**src/rtl/sa_waddr_arbiter.sv**
```systemverilog
// Per-slave write-address arbiter: round-robin AW grant plus an order FIFO that steers the slave W channel.
// Define SA_WADDR_FIXED_PRIORITY_EN for lowest-index-wins arbitration (no round-robin pointer).
module sa_waddr_arbiter #(
    parameter int MST_AMT           = 2,
    parameter int OUTSTANDING_AMT   = 8,
    parameter int ADDR_WIDTH        = 32,
    parameter int TRANS_MST_ID_W    = 5,
    parameter int TRANS_BURST_W     = 2,
    parameter int TRANS_DATA_LEN_W  = 3,
    parameter int TRANS_DATA_SIZE_W = 3,
    parameter int MST_ID_W          = $clog2(MST_AMT),
    parameter int TRANS_SLV_ID_W    = TRANS_MST_ID_W + MST_ID_W
) (
    input  logic                                   ACLK_i,
    input  logic                                   ARESET_i,
    input  logic [MST_AMT*TRANS_MST_ID_W-1:0]      m_AWID_i,
    input  logic [MST_AMT*ADDR_WIDTH-1:0]          m_AWADDR_i,
    input  logic [MST_AMT*TRANS_BURST_W-1:0]       m_AWBURST_i,
    input  logic [MST_AMT*TRANS_DATA_LEN_W-1:0]    m_AWLEN_i,
    input  logic [MST_AMT*TRANS_DATA_SIZE_W-1:0]   m_AWSIZE_i,
    input  logic [MST_AMT-1:0]                     m_AWVALID_i,
    input  logic [MST_AMT-1:0]                     m_AW_outst_full_i,
    output logic [MST_AMT-1:0]                     m_AWREADY_o,
    output logic [TRANS_SLV_ID_W-1:0]              s_AWID_o,
    output logic [ADDR_WIDTH-1:0]                  s_AWADDR_o,
    output logic [TRANS_BURST_W-1:0]               s_AWBURST_o,
    output logic [TRANS_DATA_LEN_W-1:0]            s_AWLEN_o,
    output logic [TRANS_DATA_SIZE_W-1:0]           s_AWSIZE_o,
    output logic                                   s_AWVALID_o,
    input  logic                                   s_AWREADY_i,
    input  logic                                   s_WVALID_i,
    input  logic                                   s_WREADY_i,
    output logic [MST_ID_W-1:0]                    dsp_WDATA_mst_id_o,
    output logic                                   dsp_WDATA_disable_o
);

    localparam int PTR_W   = $clog2(OUTSTANDING_AMT);
    localparam int CNT_W   = $clog2(OUTSTANDING_AMT + 1);
    localparam int ENTRY_W = MST_ID_W + TRANS_DATA_LEN_W;

    typedef enum logic {
        IDLE,
        HOLD
    } state_t;

    state_t                      state_q, state_d;
    logic [MST_ID_W-1:0]         grant_q, grant_d;
    logic [MST_ID_W-1:0]         rr_start;
    logic [MST_AMT-1:0]          req;
    logic                        found;
    logic [MST_ID_W-1:0]         sel_idx;
    logic                        aw_hs;
    logic [TRANS_MST_ID_W-1:0]   awid_mux;

    logic [ENTRY_W-1:0]          fifo_mem [OUTSTANDING_AMT];
    logic [PTR_W-1:0]            wr_ptr_q, rd_ptr_q;
    logic [CNT_W-1:0]            count_q;
    logic                        fifo_empty, fifo_full;
    logic                        push, pop, w_hs;
    logic [TRANS_DATA_LEN_W-1:0] beat_q;
    logic [TRANS_DATA_LEN_W-1:0] head_len;
    logic [MST_ID_W-1:0]         head_mst;

    assign req = m_AWVALID_i & ~m_AW_outst_full_i;

`ifdef SA_WADDR_FIXED_PRIORITY_EN
    assign rr_start = '0;
`else
    logic [MST_ID_W-1:0] rr_ptr_q;

    always_ff @(posedge ACLK_i) begin
        if (ARESET_i) begin
            rr_ptr_q <= '0;
        end else if (aw_hs) begin
            rr_ptr_q <= (grant_q == MST_ID_W'(MST_AMT - 1)) ? '0 : grant_q + MST_ID_W'(1);
        end
    end

    assign rr_start = rr_ptr_q;
`endif

    // Circular search as two linear passes: [rr_start, MST_AMT) first, then wrap to [0, MST_AMT).
    always_comb begin
        found   = 1'b0;
        sel_idx = '0;
        for (int unsigned i = 0; i < MST_AMT; i++) begin
            if (!found && req[i] && (MST_ID_W'(i) >= rr_start)) begin
                found   = 1'b1;
                sel_idx = MST_ID_W'(i);
            end
        end
        for (int unsigned i = 0; i < MST_AMT; i++) begin
            if (!found && req[i]) begin
                found   = 1'b1;
                sel_idx = MST_ID_W'(i);
            end
        end
    end

    always_ff @(posedge ACLK_i) begin
        if (ARESET_i) begin
            state_q <= IDLE;
            grant_q <= '0;
        end else begin
            state_q <= state_d;
            grant_q <= grant_d;
        end
    end

    always_comb begin
        state_d     = state_q;
        grant_d     = grant_q;
        s_AWVALID_o = 1'b0;
        m_AWREADY_o = '0;
        aw_hs       = 1'b0;
        case (state_q)
            IDLE: begin
                if (found && !fifo_full) begin
                    grant_d = sel_idx;
                    state_d = HOLD;
                end
            end
            HOLD: begin
                s_AWVALID_o = m_AWVALID_i[grant_q];
                m_AWREADY_o = MST_AMT'(s_AWREADY_i) << grant_q;
                aw_hs       = s_AWVALID_o & s_AWREADY_i;
                if (aw_hs) begin
                    state_d = IDLE;
                end
            end
            default: state_d = IDLE;
        endcase
    end

    always_comb begin
        awid_mux    = '0;
        s_AWADDR_o  = '0;
        s_AWBURST_o = '0;
        s_AWLEN_o   = '0;
        s_AWSIZE_o  = '0;
        for (int unsigned i = 0; i < MST_AMT; i++) begin
            if (grant_q == MST_ID_W'(i)) begin
                awid_mux    = m_AWID_i[i*TRANS_MST_ID_W +: TRANS_MST_ID_W];
                s_AWADDR_o  = m_AWADDR_i[i*ADDR_WIDTH +: ADDR_WIDTH];
                s_AWBURST_o = m_AWBURST_i[i*TRANS_BURST_W +: TRANS_BURST_W];
                s_AWLEN_o   = m_AWLEN_i[i*TRANS_DATA_LEN_W +: TRANS_DATA_LEN_W];
                s_AWSIZE_o  = m_AWSIZE_i[i*TRANS_DATA_SIZE_W +: TRANS_DATA_SIZE_W];
            end
        end
    end

    assign s_AWID_o = {grant_q, awid_mux};

    assign fifo_empty = (count_q == '0);
    assign fifo_full  = (count_q == CNT_W'(OUTSTANDING_AMT));
    assign head_len   = fifo_mem[rd_ptr_q][TRANS_DATA_LEN_W-1:0];
    assign head_mst   = fifo_empty ? '0 : fifo_mem[rd_ptr_q][ENTRY_W-1:TRANS_DATA_LEN_W];
    assign w_hs       = s_WVALID_i & s_WREADY_i & ~fifo_empty;
    assign push       = aw_hs;
    assign pop        = w_hs & (beat_q == head_len);

    always_ff @(posedge ACLK_i) begin
        if (push) begin
            fifo_mem[wr_ptr_q] <= {grant_q, s_AWLEN_o};
        end
    end

    always_ff @(posedge ACLK_i) begin
        if (ARESET_i) begin
            wr_ptr_q <= '0;
            rd_ptr_q <= '0;
            count_q  <= '0;
            beat_q   <= '0;
        end else begin
            if (push) begin
                wr_ptr_q <= wr_ptr_q + PTR_W'(1);
            end
            if (pop) begin
                rd_ptr_q <= rd_ptr_q + PTR_W'(1);
            end
            case ({push, pop})
                2'b10:   count_q <= count_q + CNT_W'(1);
                2'b01:   count_q <= count_q - CNT_W'(1);
                default: count_q <= count_q;
            endcase
            if (w_hs) begin
                beat_q <= pop ? '0 : beat_q + TRANS_DATA_LEN_W'(1);
            end
        end
    end

    assign dsp_WDATA_mst_id_o  = head_mst;
    assign dsp_WDATA_disable_o = fifo_empty;

endmodule

```
**config.mk**
```make
export PLATFORM = sky130hd
export DESIGN_NAME = sa_waddr_arbiter
export DESIGN_NICKNAME = d
export VERILOG_FILES = /design/src/rtl/sa_waddr_arbiter.sv
export SDC_FILE = /design/constraint.sdc
export NUM_CORES = 1
export LEC_CHECK = 0
export CELL_PAD_IN_SITES_DETAIL_PLACEMENT = 1
export CELL_PAD_IN_SITES_GLOBAL_PLACEMENT = 1
export CORE_UTILIZATION = 29
export DETAILED_ROUTE_END_ITERATION = 16
export PLACE_DENSITY = 0.84
export SETUP_SLACK_MARGIN = 0.2
export SLEW_MARGIN = 25
export SYNTH_ARGS = -nofsm -noshare
export SYNTH_HDL_FRONTEND = slang
export SYNTH_SLANG_ARGS = --single-unit
```
**constraint.sdc**
```tcl
create_clock -name ACLK_i -period 3.6 [get_ports ACLK_i]
set_input_delay 0.72 -clock ACLK_i [delete_from_list [all_inputs] [get_ports ACLK_i]]
set_output_delay 0.72 -clock ACLK_i [all_outputs]
set_load 0.05 [all_outputs]
```
Word-level counts from Yosys, hierarchy flattened

Memory sizes are Yosys's and may differ from the RTL's. A register that Yosys moved wholly into a read port is not among the register bits.
Cells that the tools add are included.

Flip-flop bits (word level): 16
Output and inout port bits: 51
RAM bits: 32
Input port bits: 99
Memories: 1

Memories:

| name     | depth | bits a word | rd ports | clocked after Yosys merged registers in | wr ports | line | RTL |
|---|---|---|---|---|---|---|---|
| fifo_mem | 8     | 4           | 1        | 1                                       | 1        | 55   | `logic [ENTRY_W-1:0] fifo_mem [OUTSTANDING_AMT];` |

Shift-type cells: 1
Reduce and logical (&&, ||, !) cells: 13
$lt $le $gt $ge: 3
Add/sub/neg operators: 6
Mux-type cells: 28
Bitwise logic cells: 8
Eq/ne operators: 4

Operator list:

| kind                                                       | number |
|---|---|
| 2-to-1 mux 32 bit                                          | 1 |
| 2-to-1 mux 1 bit                                           | 17 |
| 2-to-1 mux 3 bit                                           | 5 |
| adder 3 x 1 -> 3 bit, second input constant                | 3 |
| one-hot mux 4 bit (2 select lines)                         | 1 |
| logical AND 1 bit                                          | 6 |
| 2-to-1 mux 5 bit                                           | 1 |
| adder 4 x 1 -> 4 bit, second input constant                | 1 |
| AND 1 bit                                                  | 4 |
| equality test 4 bit, second input constant                 | 1 |
| zero test 1 bit                                            | 4 |
| zero test 4 bit                                            | 1 |
| 2-to-1 mux 2 bit                                           | 2 |
| subtractor 4 x 1 -> 4 bit, second input constant           | 1 |
| equality test 3 bit                                        | 1 |
| AND 2 bit                                                  | 1 |
| equality test 2 x 1 -> 1 bit, second input constant        | 1 |
| equality test 2 bit, second input constant                 | 1 |
| >= comparator 1 bit, first input constant                  | 2 |
| less-than comparator 1 x 2 -> 1 bit, second input constant | 1 |
| NOT 1 bit                                                  | 2 |
| NOT 2 bit                                                  | 1 |
| one-hot mux 1 bit (2 select lines)                         | 1 |
| AND reduction 2 bit                                        | 1 |
| 3 further kinds                                            | 3 |

Longest topological paths before layout

Depth after elaboration: 17
Mapped depth: 15
Mapped depth without buffers: 13

Worst setup path before layout

No wires, ideal clock.

Path kind: register to register
Start point: register (tool-made name)
End point: register count_q[2]
Cell stages (with the launch flop): 16
Library setup time: 101 ps
Path buffers: 2
Arrival: 3037 ps
Period minus slack after synthesis: 3138 ps
Path slack: 462 ps
Path through: dfxtp_1 > buf_2 > mux4_2 > mux2i_1 > xnor2_1 > or2_0 > clkbuf_1 > nor2_1 > ha_1 > xor2_1 > ha_1 > xnor2_1 > nor2_1 > xnor2_1 > a311o_1 > o41ai_1

RTL lines:

| element                | line | RTL |
|---|---|---|
| end signal: assignment | 182  | `2'b10: count_q <= count_q + CNT_W'(1);` |
| end signal: assignment | 183  | `2'b01: count_q <= count_q - CNT_W'(1);` |
| end signal: assignment | 184  | `default: count_q <= count_q;` |
| end: declaration       | 57   | `logic [CNT_W-1:0] count_q;` |

Final worst setup path

Start point: input m_AWVALID_i[0]
End point: output s_AWVALID_o

Word-level cells in the longest chain between the ends: 3

RTL lines:

| element                                              | line | RTL |
|---|---|---|
| start: declaration                                   | 21   | `input logic [MST_AMT-1:0] m_AWVALID_i,` |
| 2-to-1 mux 1 bit (implied by the code) (2 in series) | 124  | `s_AWVALID_o = m_AWVALID_i[grant_q];` |
| 2-to-1 mux 1 bit                                     | 116  | `case (state_q)` |
| end: declaration                                     | 29   | `output logic s_AWVALID_o,` |

Every way passes these cells. The select of a mux whose other input is x is not followed.

==> results.sh <==
export IMPL_status="finished, final reports clean"
export IMPL_initial_core_util=0.303
export IMPL_antenna_cells=0
export IMPL_drc=0
export IMPL_cts_root_buffer_cell="clkbuf_8"
export IMPL_die_area_sq_um=10200
export IMPL_yosys_register_bits=51
export IMPL_grt_max_degree=41
export IMPL_clock_latency_ns=0.31
export IMPL_grt_pass1_vias=2737
export IMPL_syn_cell_area_sq_um=2830
export IMPL_hold_violations=0
export IMPL_routed_via_density=4.84
export IMPL_worstSetupStartpointType="input port"
export IMPL_track_usage=0.186
export IMPL_place_inst=521
export IMPL_drv_cap=0
export IMPL_areaGrowthSynthToFinish_pct=63.4
export IMPL_ys_warn_count=0
export IMPL_setup_viol=0
export IMPL_synth_flop_cell="edfxtp_1"
export IMPL_fin_crit_sh=0.899
export IMPL_critPathKind="input port to output pin"
export IMPL_fin_nets=503
export IMPL_portBuffers=149
export IMPL_synth_cells=247
export IMPL_period_needed_ns=3.23
export IMPL_cts_tree="yes"
export IMPL_tightest_slew_ns=0.554
export IMPL_pwr_density_cell_nw_per_um2=315
export IMPL_clock_path_buffers=2
export IMPL_layout_drive_gt1_share=0.190
export IMPL_synth_nets=351
export IMPL_r2r_end="count_q[2]"
export IMPL_cp_max_fo=3
export IMPL_synthArstFlopShare=0
export IMPL_r2r_slack_ns=0.46
export IMPL_final_common_cell="clkdlybuf4s50_1"
export IMPL_hpwl_um=7590
export IMPL_cp_top_family="buffers and inverters"
export IMPL_slew_headroom=0.629
export IMPL_grt_pass1_wl_um=14200
export IMPL_via_count=2559
export IMPL_drtIter0Drc=101
export IMPL_fmax_mhz=309
export IMPL_grt_antenna_before_repair=0
export IMPL_dpl_cell_area_sq_um=4520
export IMPL_h_tree_depth=2
export IMPL_multi_input_area_sq_um=1400
export IMPL_worstSetupEndpointType="output pin"
export IMPL_skew_ns=0.00413
export IMPL_ys_types=40
export IMPL_mostFrequentLayoutCells="clkdlybuf4s50_1, mux2_2, edfxtp_1"
export IMPL_drt_wl_total_um=9230
export IMPL_hold_path_end="beat_q[1]"
export IMPL_total_power_w=0.00146
export IMPL_crit_arrival_ns=2.51
export IMPL_max_stage_delay_ns=0.81
export IMPL_rows=35
export IMPL_die_w_um=101
export IMPL_gp_congestion=0.820
export IMPL_worstPathCellList="clkdlybuf4s50_1 -> inv_1 -> o21ai_0 -> and2_1 -> clkdlybuf4s50_1"
export IMPL_finalSetupTns_ns=0
export IMPL_leakage_nw=1.59
export IMPL_required_ns=2.88
export IMPL_hold_path_class="flop to flop"
export IMPL_hold_depth=2
export IMPL_ys_seq_area_frac=0.474
export IMPL_die_h_um=101
export IMPL_path_buf_inv=3
export IMPL_crit_slowest_cell="clkdlybuf4s50_1"
export IMPL_numCtsBuffers=5
export IMPL_hold_start="beat_q[1]"
export IMPL_fill_cells=1004
export IMPL_r2r_cells=14
export IMPL_syn_area_per_cell_sq_um=11.5
export IMPL_layoutNonFillerInstCount=529
export IMPL_ios=150
export IMPL_final_seq_area_sq_um=1340
export IMPL_finalMaxSlewViolations=0
export IMPL_dr_pass1_iters=5
export IMPL_ir_drop_mv=0.135
export IMPL_synth_edf_count=32
export IMPL_ant_nets=0
export IMPL_wire_per_inst_um=17.5
export IMPL_path_common_cell="clkdlybuf4s50_1"
export IMPL_grt_ovfl_total=0
export IMPL_clk_pin_slew_ns=0.09
export IMPL_coreArea_sq_um=9330
export IMPL_clock_sinks=51
export IMPL_fin_area_sq_um=4620
export IMPL_grt_setup_unrepaired="false"
per-layer routing:
layer	wire length, um	GRT usage	vias up
met5	0	0	-
met4	68	0.0435	0
met3	606	0.0472	5
met2	5230	0.367	93
met1	3330	0.196	1250
li1	-	-	1211
registers in the layout (all words and copies together), names as in the netlist, named ones only:
name	cells
count_q	4
beat_q	3
rr_ptr_q	1
grant_q	1
state_q	1
rd_ptr_q	3
wr_ptr_q	3
fifo_mem	32
timing repair:
item / CTS / global route
endpoints found under the setup margin: 0 / 2
gates resized for setup: 0 / 3
hold buffers: 0 / 0
buffers inserted: 0 / 0
area by class of cell:
type	instances	share of cell area
clock buffers	6	0.0179
clock inverters	2	0.00298
inverters	6	0.00487
multi-input cells	173	0.302
flip-flops and latches	51	0.291
well taps	129	0.0349
repair buffers	162	0.346
kinds of logic after synthesis:
group / share of synthesized area
simple gates: 0.114
mux: 0.255
flops: 0.474
compound gates: 0.0712
buf+inv: 0.0327
xor+xnor: 0.0309
fa+ha+maj: 0.0221
power by group:
group | leakage (nW) | switching, W | internal, W
Combinational | 1.09 | 0.000250 | 0.000220
Clock | 0.0516 | 0.000193 | 0.000157
Sequential | 0.446 | 0.00000967 | 0.000628
Total | 1.59 | 0.000452 | 0.00101
how the worst max path moves through the flow:
stage                               from     endpoint  slack, ns  cells past startpoint
after floorplan                     flop   count_q[2]       0.46                     15
after global placement    m_AWVALID_i[0]   count_q[2]       0.38                     13
after detailed placement  m_AWVALID_i[0]   count_q[2]       0.28                     13
after CTS                           flop   count_q[2]       0.30                     13
after global routing                flop   count_q[2]       0.22                     14
final                     m_AWVALID_i[0]  s_AWVALID_o       0.37                      5
synth_stat cells, drive strengths merged (8+ instances only):
master | n | area share
mux2 | 45 | 0.18
edfxtp | 32 | 0.34
nor2 | 21 | 0.028
dfxtp | 19 | 0.13
nand2 | 14 | 0.019
a21oi | 13 | 0.023
clkbuf | 9 | 0.012
buf | 8 | 0.013
mux2i | 8 | 0.028
nor3 | 8 | 0.014
tightest hold or removal path, cell delays in order (launching register included):
cell	delay, ns
dfxtp_1	0.34
nand2_1	0.06
a21oi_1	0.05
per-stage QoR:
step,hold WS [ns],utilization,worst slack [ns]
2_1_floorplan,0.449,-,0.462
3_3_place_gp,0.470,0.485,0.380
3_5_place_dp,0.487,0.485,0.282
4_1_cts,0.501,0.495,0.300
5_1_grt,0.528,0.496,0.218
6_report,0.495,0.496,0.365
No activity file was read; power rests on OpenSTA's default activity.
==> patch (config.mk and constraints unchanged) <==
`ADDR_WIDTH`: 32 -> 64.
--- a/src/rtl/sa_waddr_arbiter.sv
+++ b/src/rtl/sa_waddr_arbiter.sv
@@ -3,7 +3,7 @@
 module sa_waddr_arbiter #(
     parameter int MST_AMT           = 2,
     parameter int OUTSTANDING_AMT   = 8,
-    parameter int ADDR_WIDTH        = 32,
+    parameter int ADDR_WIDTH        = 64,
     parameter int TRANS_MST_ID_W    = 5,
     parameter int TRANS_BURST_W     = 2,
     parameter int TRANS_DATA_LEN_W  = 3,
Ports: changed (resized m_AWADDR_i and s_AWADDR_o); port bits go from 150 to 246. The function was not compared with the original's and may differ.
==> patch against the original RTL <==
Sequential cell count is the same. Power up 19%. Worst hold slack lost 0.015 ns. Synthesized area increased by 13%. Synthesized cell count grew 15%. Final area up 28%. Worst setup slack better by 0.075 ns. Die area increased by 13%. Wire length rose by 45%.
==> patch: results (changes against the original RTL) <==
[route]
vias_per_cell=4.78  ; -1.1%
dr_wl_met2_um=6960  ; +33%
route.met3.wl_um=1050  ; +73%
first_pass_iters=4  ; -1
wl_per_cell_um=20.1  ; +15%
drt_iter0_drc=128  ; +27%
wl_met1_um=5110  ; +53%

[global_routing]
antenna_found_initial=0  ; unchanged
grt_max_degree=76  ; +85%
grt_pass1_wl_um=19900  ; +40%
grt_pass1_vias=3541  ; +29%
grtUsageTotal=0.232  ; +0.0456

[logic_synthesis]
synth_compound_area_frac=0.0628  ; -0.00833
ys_seq_area_frac=0.418  ; -0.0555
synth_xor_area_frac=0.0273  ; -0.00362
syn_inst=283  ; +15%
synth_commonest_cells=77 x mux2_2, 32 x edfxtp_1, 21 x nor2_1, 19 x dfxtp_1, 17 x clkbuf_1
synth_area_leaders=edfxtp_1 30%, mux2_2 27%, dfxtp_1 12%
syn-num-nets=451  ; +28%
synth.distinct_cells=40  ; unchanged
synth_mux_area_frac=0.338  ; +0.0825
synth_adder_area_share=0.0195  ; -0.00259

[finish]
finalNonFillerCells=665  ; +26%
fillCellCount=1163  ; +16%
drive_above_1_share=0.204  ; +0.0138
fin_nets=692  ; +38%
multi_input_area_sq_um=1760  ; +26%

[placement]
place_congestion=0.831  ; +1.3%
placed_area_sq_um=5830  ; +29%
io_buffers=245  ; +64%
dpl.hpwl_um=11500  ; +52%
pre_cts_ws_ns=0.219  ; -0.0637 ns
dp.cells=657  ; +26%

[power_and_ir_drop]
ir_drop_uv=135  ; +0.23%
p_leak_nw=2.06  ; +30%
sw_frac_of_total=0.344  ; +0.0337

[setup_path]
cp_data_arrival_time_ns=2.44  ; -0.07 ns
critPathTopFamily=buffers and inverters
cp_max_fo=75  ; +72
max_stage_delay_ns=0.74  ; -0.07 ns

[timing]
fin_worst_skew_ns=0.0128  ; +0.00870 ns
maxSlewHeadroom=0.476  ; -0.153

[clocking]
post_cts_buffers=0  ; unchanged

[outcome]
status=finished, final reports clean

[patch: cell count changes in the layout (fill, tap and decap cells not counted)]
cell	delta
mux2_2	+32
clkdlybuf4s50_1	+94
clkinv_1	+1
ha_2	+1
ha_1	-1
clkbuf_1	+1
dfxtp_1	-1
buf_4	-1
dfxtp_4	+1
inv_6	-1
clkinv_2	-1
[patch: path summary, 6_finish.rpt]
path / start / end / slack (ns) / cells after the start
worst max register to register: flop / count_q[2]$_SDFFE_PP0P_ / 0.47 / 14
worst min register to register: beat_q[1]$_SDFFE_PP0P_ / beat_q[1]$_SDFFE_PP0P_ / 0.48 / 2
worst max-delay path: grant_q$_SDFFE_PP0P_ / s_AWLEN_o[1] / 0.44 / 3
worst min-delay path: beat_q[1]$_SDFFE_PP0P_ / beat_q[1]$_SDFFE_PP0P_ / 0.48 / 2
[patch: repair_timing]
action / in CTS / in global routing
endpoints found under the hold margin: 0 / 0
gates resized for setup: 0 / 5
endpoints found under the setup margin: 0 / 1
[patch: power by group through the flow]
stage | logic [mW] | clock network, mW | registers, mW
2_1_floorplan | 0.413 | 0 | 0.645
3_3_place_gp | 0.758 | 0 | 0.650
3_5_place_dp | 0.768 | 0 | 0.650
4_1_cts | 0.772 | 0.339 | 0.637
5_1_grt | 0.794 | 0.356 | 0.638
6_report | 0.767 | 0.331 | 0.637
[patch: layout make-up]
class,count,area share
flip-flops and latches,51,0.227
clock buffers,7,0.0146
inverters,6,0.00380
repair buffers,255,0.427
clock inverters,1,0.000633
multi-input cells,205,0.297
well taps,140,0.0295
[patch: layer usage]
layer,vias to the layer above,GRT usage
met2,107,0.428
met3,15,0.0742
li1,1526,-
met5,-,0
met1,1533,0.255
met4,0,0.0577
